### src/rtl/gpio_bank_controller_if.sv
// ----------------------------------------------------------------------------
// gpio_bank_controller_if
//
// Command/writeback channel between the IO manager and an IO module.
//   IOOut_* : command from the manager (REQ/ACK handshake, opcode+value, tag)
//   IOIn_*  : response back to the manager (REQ/ACK handshake, data, tag)
//
// Modports:
//   master : the IO manager side (drives commands, accepts responses)
//   slave  : the IO module side (accepts commands, drives responses)
// ----------------------------------------------------------------------------
interface gpio_bank_controller_if;
  logic        IOOut_REQ;
  logic        IOOut_ACK;
  logic        IOOut_ResponseRequested;
  logic [3:0]  IOOut_DestReg;
  logic [19:0] IOOut_Data;

  logic        IOIn_REQ;
  logic        IOIn_ACK;
  logic        IOIn_RegResponseFlag;
  logic        IOIn_MemResponseFlag;
  logic [3:0]  IOIn_DestReg;
  logic [15:0] IOIn_Data;

  modport master (
    output IOOut_REQ, IOOut_ResponseRequested, IOOut_DestReg, IOOut_Data,
    output IOIn_ACK,
    input  IOOut_ACK,
    input  IOIn_REQ, IOIn_RegResponseFlag, IOIn_MemResponseFlag,
    input  IOIn_DestReg, IOIn_Data
  );

  modport slave (
    input  IOOut_REQ, IOOut_ResponseRequested, IOOut_DestReg, IOOut_Data,
    input  IOIn_ACK,
    output IOOut_ACK,
    output IOIn_REQ, IOIn_RegResponseFlag, IOIn_MemResponseFlag,
    output IOIn_DestReg, IOIn_Data
  );
endinterface

### src/rtl/gpio_bank_controller.sv
// ----------------------------------------------------------------------------
// gpio_bank_controller
//
// GPIOWIDTH-wide GPIO bank on the IO manager command/writeback channel.
// Atomic WRITE/SET/CLEAR/TOGGLE of the output register, per-pin output
// enables, synchronised pin inputs and (optionally) maskable sticky rise/fall
// edge flags.
//
// Parameters:
//   GPIOWIDTH  : number of pins, 1..16
//   SYNCSTAGES : input synchroniser depth, 2..4
//
// Ports:
//   clk          : IO clock, all state on the rising edge
//   async_rst_n  : asynchronous active-low reset
//   clk_en       : global enable; low freezes every register
//   ioBus        : command/response channel (slave modport)
//   GPIO_DIn     : asynchronous pin inputs
//   GPIO_DOut    : pin output values
//   GPIO_DOutEn  : per-pin output enables
//   EdgePending  : OR of all edge flags
//
// Build option:
//   GPIO_EDGE_DETECT_EN : when defined, adds the edge flags, their masks,
//                         opcodes 7..9 and EdgePending. When undefined those
//                         opcodes are no-ops returning 0 and EdgePending is 0.
//
// Opcodes (IOOut_Data[19:16]), value in IOOut_Data[GPIOWIDTH-1:0]:
//   0 WRITE  1 SET  2 CLEAR  3 TOGGLE  4 WRITE_OE  5 READ_IN  6 READ_OUT
//   7 READ_EDGES  8 SET_RISE_MASK  9 SET_FALL_MASK  10..15 no-op
// ----------------------------------------------------------------------------
module gpio_bank_controller #(
  parameter int GPIOWIDTH  = 16,
  parameter int SYNCSTAGES = 2
) (
  input  logic                  clk,
  input  logic                  async_rst_n,
  input  logic                  clk_en,
  gpio_bank_controller_if.slave ioBus,
  input  logic [GPIOWIDTH-1:0]  GPIO_DIn,
  output logic [GPIOWIDTH-1:0]  GPIO_DOut,
  output logic [GPIOWIDTH-1:0]  GPIO_DOutEn,
  output logic                  EdgePending
);

  localparam logic [3:0] OP_WRITE      = 4'd0;
  localparam logic [3:0] OP_SET        = 4'd1;
  localparam logic [3:0] OP_CLEAR      = 4'd2;
  localparam logic [3:0] OP_TOGGLE     = 4'd3;
  localparam logic [3:0] OP_WRITE_OE   = 4'd4;
  localparam logic [3:0] OP_READ_IN    = 4'd5;
  localparam logic [3:0] OP_READ_OUT   = 4'd6;
`ifdef GPIO_EDGE_DETECT_EN
  localparam logic [3:0] OP_READ_EDGES = 4'd7;
  localparam logic [3:0] OP_RISE_MASK  = 4'd8;
  localparam logic [3:0] OP_FALL_MASK  = 4'd9;
`endif

  typedef enum logic {
    IDLE    = 1'b0,
    RESPOND = 1'b1
  } stateT;

  stateT stateReg;
  stateT stateNext;

  logic                 accept;
  logic [3:0]           opcode;
  logic [GPIOWIDTH-1:0] value;

  logic [GPIOWIDTH-1:0] doutReg;
  logic [GPIOWIDTH-1:0] doutNext;
  logic [GPIOWIDTH-1:0] oeReg;
  logic [GPIOWIDTH-1:0] oeNext;
  logic [15:0]          respDataReg;
  logic [15:0]          respValue;
  logic [3:0]           respTagReg;

  // Synchroniser: stage 0 samples the pins, the top stage is the clean input.
  logic [SYNCSTAGES-1:0][GPIOWIDTH-1:0] syncReg;
  logic [GPIOWIDTH-1:0]                 syncIn;

  assign opcode = ioBus.IOOut_Data[19:16];
  assign value  = ioBus.IOOut_Data[GPIOWIDTH-1:0];
  assign syncIn = syncReg[SYNCSTAGES-1];

  // --------------------------------------------------------------------------
  // Handshake FSM
  // --------------------------------------------------------------------------
  always_ff @(posedge clk or negedge async_rst_n) begin
    if (!async_rst_n) begin
      stateReg <= IDLE;
    end else begin
      stateReg <= stateNext;
    end
  end

  // ACK is gated by the reset input itself so that it reads 0 for the whole
  // time reset is asserted, not just from the first clock edge onward.
  always_comb begin
    stateNext       = stateReg;
    accept          = 1'b0;
    ioBus.IOOut_ACK = 1'b0;
    case (stateReg)
      IDLE: begin
        ioBus.IOOut_ACK = clk_en && async_rst_n;
        accept          = ioBus.IOOut_REQ && clk_en && async_rst_n;
        if (accept && ioBus.IOOut_ResponseRequested) begin
          stateNext = RESPOND;
        end
      end
      RESPOND: begin
        if (ioBus.IOIn_ACK && clk_en) begin
          stateNext = IDLE;
        end
      end
      default: begin
        stateNext = IDLE;
      end
    endcase
  end

  // --------------------------------------------------------------------------
  // Edge detection
  // --------------------------------------------------------------------------
`ifdef GPIO_EDGE_DETECT_EN
  logic [GPIOWIDTH-1:0] prevReg;
  logic [GPIOWIDTH-1:0] riseMaskReg;
  logic [GPIOWIDTH-1:0] riseMaskNext;
  logic [GPIOWIDTH-1:0] fallMaskReg;
  logic [GPIOWIDTH-1:0] fallMaskNext;
  logic [GPIOWIDTH-1:0] riseReg;
  logic [GPIOWIDTH-1:0] fallReg;
  logic [GPIOWIDTH-1:0] riseSet;
  logic [GPIOWIDTH-1:0] fallSet;
  logic [15:0]          edgeWord;
  logic                 clearFlags;

  // Detection uses the masks as they were before this edge, so a mask write
  // takes effect from the following edge.
  assign riseSet = syncIn & ~prevReg & riseMaskReg;
  assign fallSet = ~syncIn & prevReg & fallMaskReg;

  assign EdgePending = |{riseReg, fallReg};

  // Narrow banks report rise and fall separately ({fall, rise} in bytes);
  // wide banks do not fit both, so each pin reports rise|fall.
  genvar gi;
  generate
    for (gi = 0; gi < 16; gi++) begin : gEdgeWord
      if (GPIOWIDTH <= 8) begin : gNarrow
        if (gi < GPIOWIDTH) begin : gRise
          assign edgeWord[gi] = riseReg[gi];
        end else if ((gi >= 8) && (gi < 8 + GPIOWIDTH)) begin : gFall
          assign edgeWord[gi] = fallReg[gi-8];
        end else begin : gZero
          assign edgeWord[gi] = 1'b0;
        end
      end else begin : gWide
        if (gi < GPIOWIDTH) begin : gPin
          assign edgeWord[gi] = riseReg[gi] | fallReg[gi];
        end else begin : gZero
          assign edgeWord[gi] = 1'b0;
        end
      end
    end
  endgenerate

  // A clear from READ_EDGES loses to a set on the same edge, so the edge that
  // arrives together with the read survives for the next read.
  always_ff @(posedge clk or negedge async_rst_n) begin
    if (!async_rst_n) begin
      prevReg     <= '0;
      riseMaskReg <= '0;
      fallMaskReg <= '0;
      riseReg     <= '0;
      fallReg     <= '0;
    end else if (clk_en) begin
      prevReg     <= syncIn;
      riseMaskReg <= riseMaskNext;
      fallMaskReg <= fallMaskNext;
      riseReg     <= (clearFlags ? '0 : riseReg) | riseSet;
      fallReg     <= (clearFlags ? '0 : fallReg) | fallSet;
    end
  end
`else
  assign EdgePending = 1'b0;
`endif

  // --------------------------------------------------------------------------
  // Command decode: next register values and the response word
  // --------------------------------------------------------------------------
  always_comb begin
    doutNext     = doutReg;
    oeNext       = oeReg;
    respValue    = '0;
`ifdef GPIO_EDGE_DETECT_EN
    riseMaskNext = riseMaskReg;
    fallMaskNext = fallMaskReg;
    clearFlags   = 1'b0;
`endif
    if (accept) begin
      case (opcode)
        OP_WRITE: begin
          doutNext  = value;
          respValue = 16'(value);
        end
        OP_SET: begin
          doutNext  = doutReg | value;
          respValue = 16'(doutReg | value);
        end
        OP_CLEAR: begin
          doutNext  = doutReg & ~value;
          respValue = 16'(doutReg & ~value);
        end
        OP_TOGGLE: begin
          doutNext  = doutReg ^ value;
          respValue = 16'(doutReg ^ value);
        end
        OP_WRITE_OE: begin
          oeNext    = value;
          respValue = 16'(value);
        end
        OP_READ_IN: begin
          respValue = 16'(syncIn);
        end
        OP_READ_OUT: begin
          respValue = 16'(doutReg);
        end
`ifdef GPIO_EDGE_DETECT_EN
        OP_READ_EDGES: begin
          respValue  = edgeWord;
          clearFlags = 1'b1;
        end
        OP_RISE_MASK: begin
          riseMaskNext = value;
          respValue    = 16'(value);
        end
        OP_FALL_MASK: begin
          fallMaskNext = value;
          respValue    = 16'(value);
        end
`endif
        default: begin
          respValue = '0;
        end
      endcase
    end
  end

  // --------------------------------------------------------------------------
  // Datapath registers
  // --------------------------------------------------------------------------
  always_ff @(posedge clk or negedge async_rst_n) begin
    if (!async_rst_n) begin
      syncReg     <= '0;
      doutReg     <= '0;
      oeReg       <= '0;
      respDataReg <= '0;
      respTagReg  <= '0;
    end else if (clk_en) begin
      syncReg <= {syncReg[SYNCSTAGES-2:0], GPIO_DIn};
      doutReg <= doutNext;
      oeReg   <= oeNext;
      // The response is latched once at acceptance and held through RESPOND.
      if (accept && ioBus.IOOut_ResponseRequested) begin
        respDataReg <= respValue;
        respTagReg  <= ioBus.IOOut_DestReg;
      end
    end
  end

  assign GPIO_DOut   = doutReg;
  assign GPIO_DOutEn = oeReg;

  assign ioBus.IOIn_REQ             = (stateReg == RESPOND);
  assign ioBus.IOIn_RegResponseFlag = (stateReg == RESPOND);
  assign ioBus.IOIn_MemResponseFlag = 1'b0;
  assign ioBus.IOIn_DestReg         = respTagReg;
  assign ioBus.IOIn_Data            = respDataReg;

endmodule
### src/flat_wrapper.sv
// flat-port wrapper written by rule: the top's interface ports become plain ports
module gpio_bank_controller_flat 
#(
  parameter int GPIOWIDTH  = 16,
  parameter int SYNCSTAGES = 2
)
  (clk, async_rst_n, clk_en, GPIO_DIn, GPIO_DOut, GPIO_DOutEn, EdgePending, ioBus_IOOut_REQ, ioBus_IOOut_ResponseRequested, ioBus_IOOut_DestReg, ioBus_IOOut_Data, ioBus_IOIn_ACK, ioBus_IOOut_ACK, ioBus_IOIn_REQ, ioBus_IOIn_RegResponseFlag, ioBus_IOIn_MemResponseFlag, ioBus_IOIn_DestReg, ioBus_IOIn_Data);
  gpio_bank_controller_if ioBus_i ();
  input  logic clk;
  input  logic async_rst_n;
  input  logic clk_en;
  input  logic [GPIOWIDTH-1:0] GPIO_DIn;
  output logic [GPIOWIDTH-1:0] GPIO_DOut;
  output logic [GPIOWIDTH-1:0] GPIO_DOutEn;
  output logic EdgePending;
  input wire logic [$bits(ioBus_i.IOOut_REQ)-1:0] ioBus_IOOut_REQ;
  input wire logic [$bits(ioBus_i.IOOut_ResponseRequested)-1:0] ioBus_IOOut_ResponseRequested;
  input wire logic [$bits(ioBus_i.IOOut_DestReg)-1:0] ioBus_IOOut_DestReg;
  input wire logic [$bits(ioBus_i.IOOut_Data)-1:0] ioBus_IOOut_Data;
  input wire logic [$bits(ioBus_i.IOIn_ACK)-1:0] ioBus_IOIn_ACK;
  output wire logic [$bits(ioBus_i.IOOut_ACK)-1:0] ioBus_IOOut_ACK;
  output wire logic [$bits(ioBus_i.IOIn_REQ)-1:0] ioBus_IOIn_REQ;
  output wire logic [$bits(ioBus_i.IOIn_RegResponseFlag)-1:0] ioBus_IOIn_RegResponseFlag;
  output wire logic [$bits(ioBus_i.IOIn_MemResponseFlag)-1:0] ioBus_IOIn_MemResponseFlag;
  output wire logic [$bits(ioBus_i.IOIn_DestReg)-1:0] ioBus_IOIn_DestReg;
  output wire logic [$bits(ioBus_i.IOIn_Data)-1:0] ioBus_IOIn_Data;
  assign ioBus_i.IOOut_REQ = ioBus_IOOut_REQ;
  assign ioBus_i.IOOut_ResponseRequested = ioBus_IOOut_ResponseRequested;
  assign ioBus_i.IOOut_DestReg = ioBus_IOOut_DestReg;
  assign ioBus_i.IOOut_Data = ioBus_IOOut_Data;
  assign ioBus_i.IOIn_ACK = ioBus_IOIn_ACK;
  assign ioBus_IOOut_ACK = ioBus_i.IOOut_ACK;
  assign ioBus_IOIn_REQ = ioBus_i.IOIn_REQ;
  assign ioBus_IOIn_RegResponseFlag = ioBus_i.IOIn_RegResponseFlag;
  assign ioBus_IOIn_MemResponseFlag = ioBus_i.IOIn_MemResponseFlag;
  assign ioBus_IOIn_DestReg = ioBus_i.IOIn_DestReg;
  assign ioBus_IOIn_Data = ioBus_i.IOIn_Data;
  gpio_bank_controller #(.GPIOWIDTH(GPIOWIDTH), .SYNCSTAGES(SYNCSTAGES)) u_core (.clk(clk), .async_rst_n(async_rst_n), .clk_en(clk_en), .ioBus(ioBus_i), .GPIO_DIn(GPIO_DIn), .GPIO_DOut(GPIO_DOut), .GPIO_DOutEn(GPIO_DOutEn), .EdgePending(EdgePending));
endmodule
### config.mk
export PLATFORM = sky130hd
export DESIGN_NAME = gpio_bank_controller_flat
export DESIGN_NICKNAME = d
export VERILOG_FILES = /design/src/rtl/gpio_bank_controller_if.sv /design/src/rtl/gpio_bank_controller.sv /design/src/flat_wrapper.sv
export SDC_FILE = /design/constraint.sdc
export NUM_CORES = 1
export LEC_CHECK = 0
export ABC_AREA = 1
export ABC_CLOCK_PERIOD_IN_PS = 1350
export CAP_MARGIN = 40
export CORE_MARGIN = 3
export CORE_UTILIZATION = 51
export DETAILED_ROUTE_END_ITERATION = 8
export PLACE_DENSITY = 0.88
export SKIP_CTS_REPAIR_TIMING = 1
export SLEW_MARGIN = 10
export SYNTH_ARGS = -nofsm -noshare
export SYNTH_HDL_FRONTEND = slang
export SYNTH_SLANG_ARGS = --single-unit
### constraint.sdc
create_clock -name clk -period 1.35 [get_ports clk]
set_input_delay 0.3375 -clock clk [delete_from_list [all_inputs] [get_ports clk]]
set_output_delay 0.3375 -clock clk [all_outputs]
set_load 0.02 [all_outputs]
==> flow_metrics.py, run 1 <==
metrics = {
    "status": {
        "outcome": "complete, but fails checks",
        "violations": "negative setup slack",
    },
    "timing": {
        "hold_viol": 0,
        "max-slew-margin-rel": 0.538,
        "period_share": 1.10,
        "clock_skew_ns": 0.0129,
        "fin_tns_setup_ns": -3.88,
        "fin_ws_ns": -0.130,
        "setup_viol": 51,
        "rsz0062_at_grt": "true",
        "period_needed_ns": 1.48,
        "slew_violations": 0,
        "tightest_slew_ns": 0.693,
        "fmax_mhz": 676,
    },
    "logic_synthesis": {
        "ys_seq_area_frac": 0.446,
        "async_flop_share": 1.00,
        "synth_cell_type_count": 20,
        "ys_ff_latch": 85,
        "synth_warnings": 0,
        "synth_area_per_cell_um2": 7.53,
        "synth_area_leader_cell": "dfrtp_1",
        "synth.top_cell.area_share": 0.446,
        "synthTopCellsByArea": "dfrtp_1 45%, nand2_1 16%, ha_1 8.4%",
        "synth_cells": 633,
        "synth_area_um2": 4770,
        "yosys_most_used_dff": "dfrtp_1",
        "synth_edf_count": 0,
    },
    "floorplan": {
        "core_um2": 8890,
        "initial_core_util": 0.536,
        "ios": 103,
        "die_area_um2": 10500,
        "die_h_um": 103,
        "die_w_um": 103,
        "num_rows": 34,
    },
    "routing": {
        "drcViolationCount": 0,
        "top_layer": "met4",
        "totalWireLength_um": 17200,
        "routedWlPerCell_um": 18.7,
        "met2_length_um": 8190,
        "dr.pass1.iters": 7,
        "vias": 5287,
        "drt_iter0_markers": 453,
        "wl_met1_um": 6250,
        "met3WireLength_um": 1690,
        "ant_nets": 0,
        "viasPerCell": 5.73,
    },
    "finish": {
        "final_cell_mix": "170 x nand2_1, 84 x dfrtp_1, 71 x buf_4, 67 x nand3_1, 54 x nor2_1",
        "final_layout_size_suffix_gt1_frac": 0.313,
        "layout.cells.non_filler": 922,
        "post-route-util": 0.820,
        "syn2layout_area_growth_pct": 52.8,
        "final_common_cell": "nand2_1",
        "fin_nets": 886,
        "finalInstanceArea_um2": 7290,
    },
    "placed_design": {
        "dp_hpwl_um": 10300,
        "pre_cts_ws_ns": -0.564,
        "gp_congestion": 0.879,
        "portBuffers": 100,
        "place_inst": 887,
        "placed_cell_area_um2": 6440,
    },
    "power": {
        "power.density_nw_per_um2": 1020,
        "leakage_nw": 4.49,
        "vdd_drop_max_mv": 0.661,
    },
    "worst_setup_path": {
        "worstRegToRegCells": 8,
        "cp-end-kind": "flop",
        "crit_slowest_cell": "clkdlybuf4s50_1",
        "crit_arrival_ns": 1.73,
        "r2r-start": "u_core.ioBus.IOIn_REQ$_DFF_PN0_",
        "cpPeakStageDelay_ns": 0.49,
        "startpoint_type": "primary input",
        "path_common_cell": "nand2_2",
        "crit_required_ns": 1.60,
        "startpoint": "ioBus_IOOut_Data[11]",
        "crit_chain": "clkdlybuf4s50_1 -> inv_2 -> ha_1 -> nand3_1 -> nand2_1 -> nor2_2 -> nand2_2 -> nand2_4 -> nand2_2",
        "crit_type": "in -> reg",
        "cp_max_fo": 4,
    },
    "worst_hold_path": {
        "worstHoldPathType": "in -> async",
    },
    "grt": {
        "grt_usage": 0.276,
        "antenna_found_initial": 1,
        "grt_first_pass_wirelength_um": 22700,
        "grt_max_degree": 53,
        "grt_pass1_vias": 4735,
        "grt-ovfl-total": 0,
    },
    "run": {
        "cap_violations": 0,
    },
    "cts": {
        "cts_max_level": 3,
        "cts.sinks": 85,
        "cts.path.max_buffers": 2,
        "cts.reportedPaths.clkPinSlew_ns": 0.10,
        "clk_latency_ns": 0.36,
        "root_buffer": "clkbuf_8",
        "cts_made_buffers": 9,
        "cts_tree": "yes",
    },
}
[worst max-delay path, delay by kind of cell]
family | cells | cell delay (ns)
adder cells (fa/ha/maj) | 1 | 0.31
buffers and inverters | 2 | 0.56
AND/OR/NAND/NOR | 6 | 0.53
[synth_stat cells (2+ instances only)]
cell type	number
ha_1	32
dfrtp_1	85
clkbuf_1	11
mux2_2	9
buf_2	17
nand3_1	71
nor2_4	4
inv_1	55
buf_4	3
o21ai_0	30
inv_2	3
nand2_1	209
nand2_2	2
nor2_1	71
a21oi_1	23
o21ai_1	4
[through the flow]
| stage | power [mW] | hold slack [ns] |
|---|---|---|
| finish | 7.43 | 0.142 |
| detailed placement | 5.42 | 0.262 |
| floorplan | 4.16 | 0.0419 |
| CTS | 7.23 | -0.123 |
| global placement | 5.33 | 0.257 |
| global route | 7.77 | 0.190 |
[sequential cells by signal (all words and copies together) (netlist names)]
name                       flops
u_core.GPIO_DOut              16
u_core.GPIO_DOutEn            16
u_core.ioBus.IOIn_Data        16
u_core.ioBus.IOIn_DestReg      4
u_core.ioBus.IOIn_REQ          1
u_core.syncIn                 16
u_core.syncReg                16
[per-layer routing]
metal / global-route usage / vias up
met1: 0.363 / 2483
met2: 0.465 / 356
li1: - / 2333
met3: 0.0474 / 115
met4: 0.0868 / 0
met5: 0 / -
[cell type report]
class	instances	area (um2)
fillers	504	1600
repair buffers	195	1980
clock inverters	6	63.8
inverters	58	223
diodes	2	5.00
well taps	108	135
flip-flops and latches	85	2130
multi-input cells	459	2630
clock buffers	9	124
[where the power goes]
part	total [mW]	leakage, nW	switching [mW]	internal (mW)
registers	3.13	1.08	0.246	2.88
clock network	1.85	0.0915	1.00	0.847
logic	2.46	3.32	1.38	1.08
total	7.43	4.49	2.63	4.81
[path summary, 6_finish.rpt]
kind | end | slack (ns)
max | u_core.ioBus.IOIn_Data[11]$_DFFE_PN0P_ | -0.13
min | u_core.ioBus.IOIn_Data[9]$_DFFE_PN0P_ | 0.14
max reg2reg | u_core.ioBus.IOIn_Data[10]$_DFFE_PN0P_ | -0.13
min reg2reg | u_core.ioBus.IOIn_Data[12]$_DFFE_PN0P_ | 0.48
max in group asynchronous | u_core.GPIO_DOut[10]$_DFFE_PN0P_ | 0.46
min in group clk | u_core.GPIO_DOutEn[3]$_DFFE_PN0P_ | 0.32
[cell families after synthesis]
| group | after synthesis | synth area share |
|---|---|---|
| AND/OR/NAND/NOR | 358 | 0.309 |
| buffers and inverters | 90 | 0.0777 |
| flip-flops | 85 | 0.446 |
| AO/OA/AOI/OAI | 58 | 0.0611 |
| adder cells (fa/ha/maj) | 32 | 0.0840 |
| multiplexers | 9 | 0.0213 |
| other | 1 | 0.000786 |
No activity file was read; power rests on OpenSTA's default activity.
==> run 2, diff against run 1 <==
--- a/config.mk
+++ b/config.mk
@@ -11,6 +11,7 @@
 export CORE_MARGIN = 3
 export CORE_UTILIZATION = 51
 export DETAILED_ROUTE_END_ITERATION = 8
+export HOLD_SLACK_MARGIN = 0.06
 export PLACE_DENSITY = 0.88
 export SKIP_CTS_REPAIR_TIMING = 1
 export SLEW_MARGIN = 10
==> constraint.sdc (replaced) <==
create_clock -name clk -period 1.35 [get_ports clk]
set_input_delay 0.405 -clock clk [delete_from_list [all_inputs] [get_ports clk]]
set_output_delay 0.405 -clock clk [all_outputs]
set_load 0.02 [all_outputs]
==> flow_metrics.py, run 2 (same netlist as run 1, synthesis figures left out) <==
metrics = {
    "run": {
        "cap_violations": 0,
    },
    "routing": {
        "viasPerCell": 5.59,
        "routedWlPerCell_um": 17.6,
        "ant_nets": 0,
        "vias": 5088,
        "drt_iter0_markers": 471,
        "totalWireLength_um": 16000,
        "dr.pass1.iters": 7,
        "drcViolationCount": 0,
    },
    "power": {
        "power_mw": 7.29,
        "leakage_nw": 3.90,
        "power.density_nw_per_um2": 1050,
        "vdd_drop_max_mv": 0.786,
    },
    "cts": {
        "root_buffer": "clkbuf_8",
        "cts_made_buffers": 9,
        "cts_tree": "yes",
        "cts_max_level": 3,
        "cts.sinks": 85,
        "clk_latency_ns": 0.36,
        "cts.reportedPaths.clkPinSlew_ns": 0.09,
        "cts.path.max_buffers": 2,
    },
    "worst_setup_path": {
        "path_common_cell": "nand2_1",
        "reg2reg_setup_slack_ns": -0.14,
        "worstReg2RegEnd": "u_core.GPIO_DOut[15]$_DFFE_PN0P_",
        "cp-end-kind": "flop",
        "cp_max_fo": 4,
        "crit_type": "reg -> reg",
        "worst-path-stages": 9,
        "r2r-start": "u_core.GPIO_DOut[15]$_DFFE_PN0P_",
        "crit_chain": "buf_6 -> inv_2 -> ha_1 -> nand3_1 -> nand2_1 -> nor2_2 -> nand2_1 -> nand2_1 -> nand2_1",
        "startpoint": "u_core.GPIO_DOut[15]$_DFFE_PN0P_",
        "crit_family": "simple AND/OR/NAND/NOR gates",
        "crit_required_ns": 1.60,
        "startpoint_type": "flop",
        "crit_buf_inv": 2,
        "crit_arrival_ns": 1.74,
        "crit_slowest_cell": "dfrtp_1",
        "cpPeakStageDelay_ns": 0.40,
        "worstRegToRegCells": 9,
        "cp-endpoint": "u_core.GPIO_DOut[15]$_DFFE_PN0P_",
    },
    "grt": {
        "grt_max_degree": 77,
        "grt_first_pass_wirelength_um": 22200,
        "grt_usage": 0.270,
        "grt-ovfl-total": 0,
        "grt_pass1_vias": 4538,
        "antenna_found_initial": 0,
    },
    "timing": {
        "hold_slack_ns": 0.156,
        "period_share": 1.10,
        "slew_violations": 0,
        "fin_tns_setup_ns": -1.11,
        "rsz0062_at_grt": "true",
        "hold_viol": 0,
        "setup_viol": 32,
        "clock_skew_ns": 0.0148,
        "fin_ws_ns": -0.136,
        "fmax_mhz": 673,
        "period_needed_ns": 1.49,
    },
    "status": {
        "violations": "negative setup slack",
        "outcome": "complete, but fails checks",
    },
    "floorplan": {
        "num_rows": 34,
        "die_w_um": 103,
        "die_h_um": 103,
        "die_area_um2": 10500,
        "initial_core_util": 0.536,
        "ios": 103,
        "core_um2": 8890,
    },
    "finish": {
        "finalInstanceArea_um2": 6950,
        "fin_nets": 875,
        "final_cell_mix": "182 x nand2_1, 84 x dfrtp_1, 66 x nand3_1, 57 x buf_4, 54 x nor2_1",
        "final_layout_size_suffix_gt1_frac": 0.328,
        "syn2layout_area_growth_pct": 45.7,
        "post-route-util": 0.781,
        "final_common_cell": "nand2_1",
        "antenna-diode-count": 0,
    },
    "placed_design": {
        "dp_hpwl_um": 10400,
        "gp_congestion": 0.965,
        "placed_cell_area_um2": 6400,
        "portBuffers": 100,
    },
    "worst_hold_path": {
        "worstHoldPathType": "in -> async",
    },
}
[run 2: changes by cell type in the layout (fill, tap and decap cells not counted), sizes merged]
cell           delta
buf              +14
dlygate4sd3       -1
diode             -2
clkinv            +1
clkbuf            +8
clkdlybuf4s50     -3
dlymetal6s2s     -27
clkinvlp          -1
bufinv            -1
[run 2: area by class of cell]
class	instances	area, um2
clock inverters	5	35.0
flip-flops and latches	85	2130
well taps	108	135
clock buffers	11	141
multi-input cells	459	2550
repair buffers	184	1740
inverters	58	225
fillers	589	1940
[run 2: stage by stage]
step	cells	setup WS, ns
finish	910	-0.136
global route	910	-0.156
CTS	895	-0.570
detailed placement	879	-0.668
global placement	879	-0.605
floorplan	634	0.00208
[run 2: report_power, final]
group / internal [mW] / leakage, nW / total, mW / switching [mW]
sequential: 2.88 / 1.08 / 3.11 / 0.230
clock: 0.724 / 0.0897 / 1.66 / 0.936
combinational: 1.12 / 2.73 / 2.52 / 1.40
[run 2: worst min-delay path by stage]
stage	startpoint	end	slack [ns]	cells after the start
finish	async_rst_n	u_core.syncIn[15]$_DFFE_PN0P_	0.16	3
global route	async_rst_n	u_core.syncIn[15]$_DFFE_PN0P_	0.16	3
CTS	async_rst_n	u_core.syncReg[3]$_DFFE_PN0P_	0.15	3
detailed placement	u_core.ioBus.IOIn_DestReg[2]$_DFFE_PN0P_	u_core.ioBus.IOIn_DestReg[2]$_DFFE_PN0P_	0.47	2
global placement	u_core.ioBus.IOIn_DestReg[1]$_DFFE_PN0P_	u_core.ioBus.IOIn_DestReg[1]$_DFFE_PN0P_	0.45	2
floorplan	async_rst_n	u_core.GPIO_DOutEn[0]$_DFFE_PN0P_	0.11	0
[run 2: per-layer routing]
metal	share of wire	GRT usage	wire, um
met1	0.39	0.359	6210
met3	0.095	0.0595	1520
met5	0	0	0
met2	0.47	0.433	7580
met4	0.041	0.103	662
[run 2: worst min-delay path: stages]
cell	delay, ns
buf_4	0.13
buf_4	0.15
buf_4	0.17
==> run 3, diff against run 2 <==
--- a/config.mk
+++ b/config.mk
@@ -6,13 +6,14 @@
 export NUM_CORES = 1
 export LEC_CHECK = 0
 export ABC_AREA = 1
-export ABC_CLOCK_PERIOD_IN_PS = 1350
+export ABC_CLOCK_PERIOD_IN_PS = 1600
 export CAP_MARGIN = 40
 export CORE_MARGIN = 3
 export CORE_UTILIZATION = 51
 export DETAILED_ROUTE_END_ITERATION = 8
 export HOLD_SLACK_MARGIN = 0.06
 export PLACE_DENSITY = 0.88
+export REMOVE_ABC_BUFFERS = 1
 export SKIP_CTS_REPAIR_TIMING = 1
 export SLEW_MARGIN = 10
 export SYNTH_ARGS = -nofsm -noshare
==> constraint.sdc (replaced) <==
create_clock -name clk -period 1.6 [get_ports clk]
set_input_delay 0.48 -clock clk [delete_from_list [all_inputs] [get_ports clk]]
set_output_delay 0.48 -clock clk [all_outputs]
set_load 0.02 [all_outputs]
==> flow_metrics.py, run 3 (same netlist as run 1, synthesis figures left out) <==
metrics = {
    "status": {
        "outcome": "completed",
    },
    "worst_setup_path": {
        "worstReg2RegEnd": "u_core.GPIO_DOut[0]$_DFFE_PN0P_",
        "r2r-start": "u_core.ioBus.IOIn_REQ$_DFF_PN0_",
        "cp_max_fo": 4,
        "crit_arrival_ns": 1.06,
        "startpoint_type": "flop",
        "cpPeakStageDelay_ns": 0.41,
        "crit_type": "reg -> out",
        "reg2reg_setup_slack_ns": 0.19,
        "crit_chain": "nor2_1 -> clkbuf_2",
        "crit_slowest_cell": "dfrtp_1",
        "worstRegToRegCells": 7,
        "crit_family": "flip-flops",
        "crit_buf_inv": 1,
        "cp-end-kind": "output pin",
        "crit_required_ns": 1.12,
    },
    "grt": {
        "antenna_found_initial": 0,
        "grt_max_degree": 86,
        "grt_usage": 0.276,
        "grt-ovfl-total": 0,
        "grt_first_pass_wirelength_um": 22700,
        "grt_pass1_vias": 4813,
    },
    "timing": {
        "fmax_mhz": 648,
        "hold_viol": 0,
        "period_needed_ns": 1.54,
        "setup_viol": 0,
        "fin_ws_ns": 0.0568,
        "period_share": 0.964,
        "hold_slack_ns": 0.280,
        "slew_violations": 0,
        "clock_skew_ns": 0.00884,
    },
    "cts": {
        "cts.sinks": 85,
        "cts.path.max_buffers": 2,
        "cts_tree": "yes",
        "clk_latency_ns": 0.36,
        "cts_max_level": 3,
        "root_buffer": "clkbuf_8",
        "cts.reportedPaths.clkPinSlew_ns": 0.09,
        "cts_made_buffers": 9,
    },
    "power": {
        "vdd_drop_max_mv": 0.569,
        "power.density_nw_per_um2": 909,
        "leakage_nw": 4.46,
    },
    "finish": {
        "layout.cells.non_filler": 903,
        "final_common_cell": "nand2_1",
        "fill_cells": 608,
        "post-route-util": 0.778,
        "antenna-diode-count": 0,
        "syn2layout_area_growth_pct": 45.0,
        "final_cell_mix": "209 x nand2_1, 85 x dfrtp_1, 71 x nand3_1, 64 x buf_4, 63 x dlymetal6s2s_1",
        "fin_nets": 868,
        "final_layout_size_suffix_gt1_frac": 0.167,
    },
    "routing": {
        "routedWlPerCell_um": 16.1,
        "drt_iter0_markers": 350,
        "viasPerCell": 5.35,
        "dr.pass1.iters": 5,
        "drcViolationCount": 0,
        "totalWireLength_um": 14600,
        "vias": 4829,
        "ant_nets": 0,
    },
    "floorplan": {
        "die_h_um": 103,
        "ios": 103,
        "num_rows": 34,
        "die_w_um": 103,
        "initial_core_util": 0.536,
        "core_um2": 8890,
        "die_area_um2": 10500,
    },
    "placed_design": {
        "dp_hpwl_um": 10000,
        "gp_congestion": 0.904,
        "place_inst": 884,
        "portBuffers": 100,
        "pre_cts_ws_ns": -0.416,
    },
    "run": {
        "cap_violations": 0,
    },
    "worst_hold_path": {
        "worstHoldPathType": "in -> async",
    },
}
run 3: cell count changes in the layout (fill, tap and decap cells not counted), moves of 9 or more:
cell and delta:
dlymetal6s2s_1 +42, clkbuf_2 -29, inv_2 -21, o21ai_0 +9
buf_6 -29, inv_1 +24, clkdlybuf4s50_1 +12, o21ai_1 -9
nand2_1 +27, nand2_2 -22
run 3: worst min-delay path: stages:
cell and delay (ns):
buf_4 0.11, buf_4 0.12, buf_12 0.36
run 3: stage by stage:
stage | total power [mW] | area (um2) | setup TNS (ns)
3_3_place_gp | 4.48 | 6430 | -15.80
4_1_cts | 6.31 | 6660 | -12.89
3_5_place_dp | 4.57 | 6430 | -17.55
5_1_grt | 6.59 | 6920 | -0.105
2_1_floorplan | 3.47 | 4620 | -17.98
6_report | 6.29 | 6920 | 0
run 3: area by class of cell:
| type | count | area (um2) | area share |
|---|---|---|---|
| clock inverter | 5 | 83.8 | 0.0121 |
| timing repair buffer | 177 | 1890 | 0.274 |
| sequential | 85 | 2130 | 0.308 |
| multi-input combinational | 459 | 2320 | 0.335 |
| tap | 108 | 135 | 0.0195 |
| inverter | 58 | 218 | 0.0315 |
| clock buffer | 11 | 141 | 0.0204 |
run 3: worst max path at each step:
stage,start,to,cells after the start
floorplan,ioBus_IOOut_Data[17],u_core.GPIO_DOutEn[0]$_DFFE_PN0P_,3
global placement,ioBus_IOOut_Data[19],u_core.ioBus.IOIn_Data[4]$_DFFE_PN0P_,10
detailed placement,ioBus_IOOut_Data[19],u_core.GPIO_DOut[15]$_DFFE_PN0P_,9
CTS,u_core.ioBus.IOIn_REQ$_DFF_PN0_,ioBus_IOOut_ACK,2
global route,ioBus_IOOut_Data[13],u_core.ioBus.IOIn_Data[13]$_DFFE_PN0P_,9
finish,u_core.ioBus.IOIn_REQ$_DFF_PN0_,ioBus_IOOut_ACK,2
run 3: where the power goes:
part,switching [mW],internal [mW]
sequential,0.162,2.43
combinational,1.06,0.888
clock,0.823,0.926
total,2.04,4.24
run 3: layer usage:
layer	wire length (um)	track usage
met4	272	0.0838
met2	7220	0.459
met5	0	0
met1	5960	0.366
met3	1100	0.0507
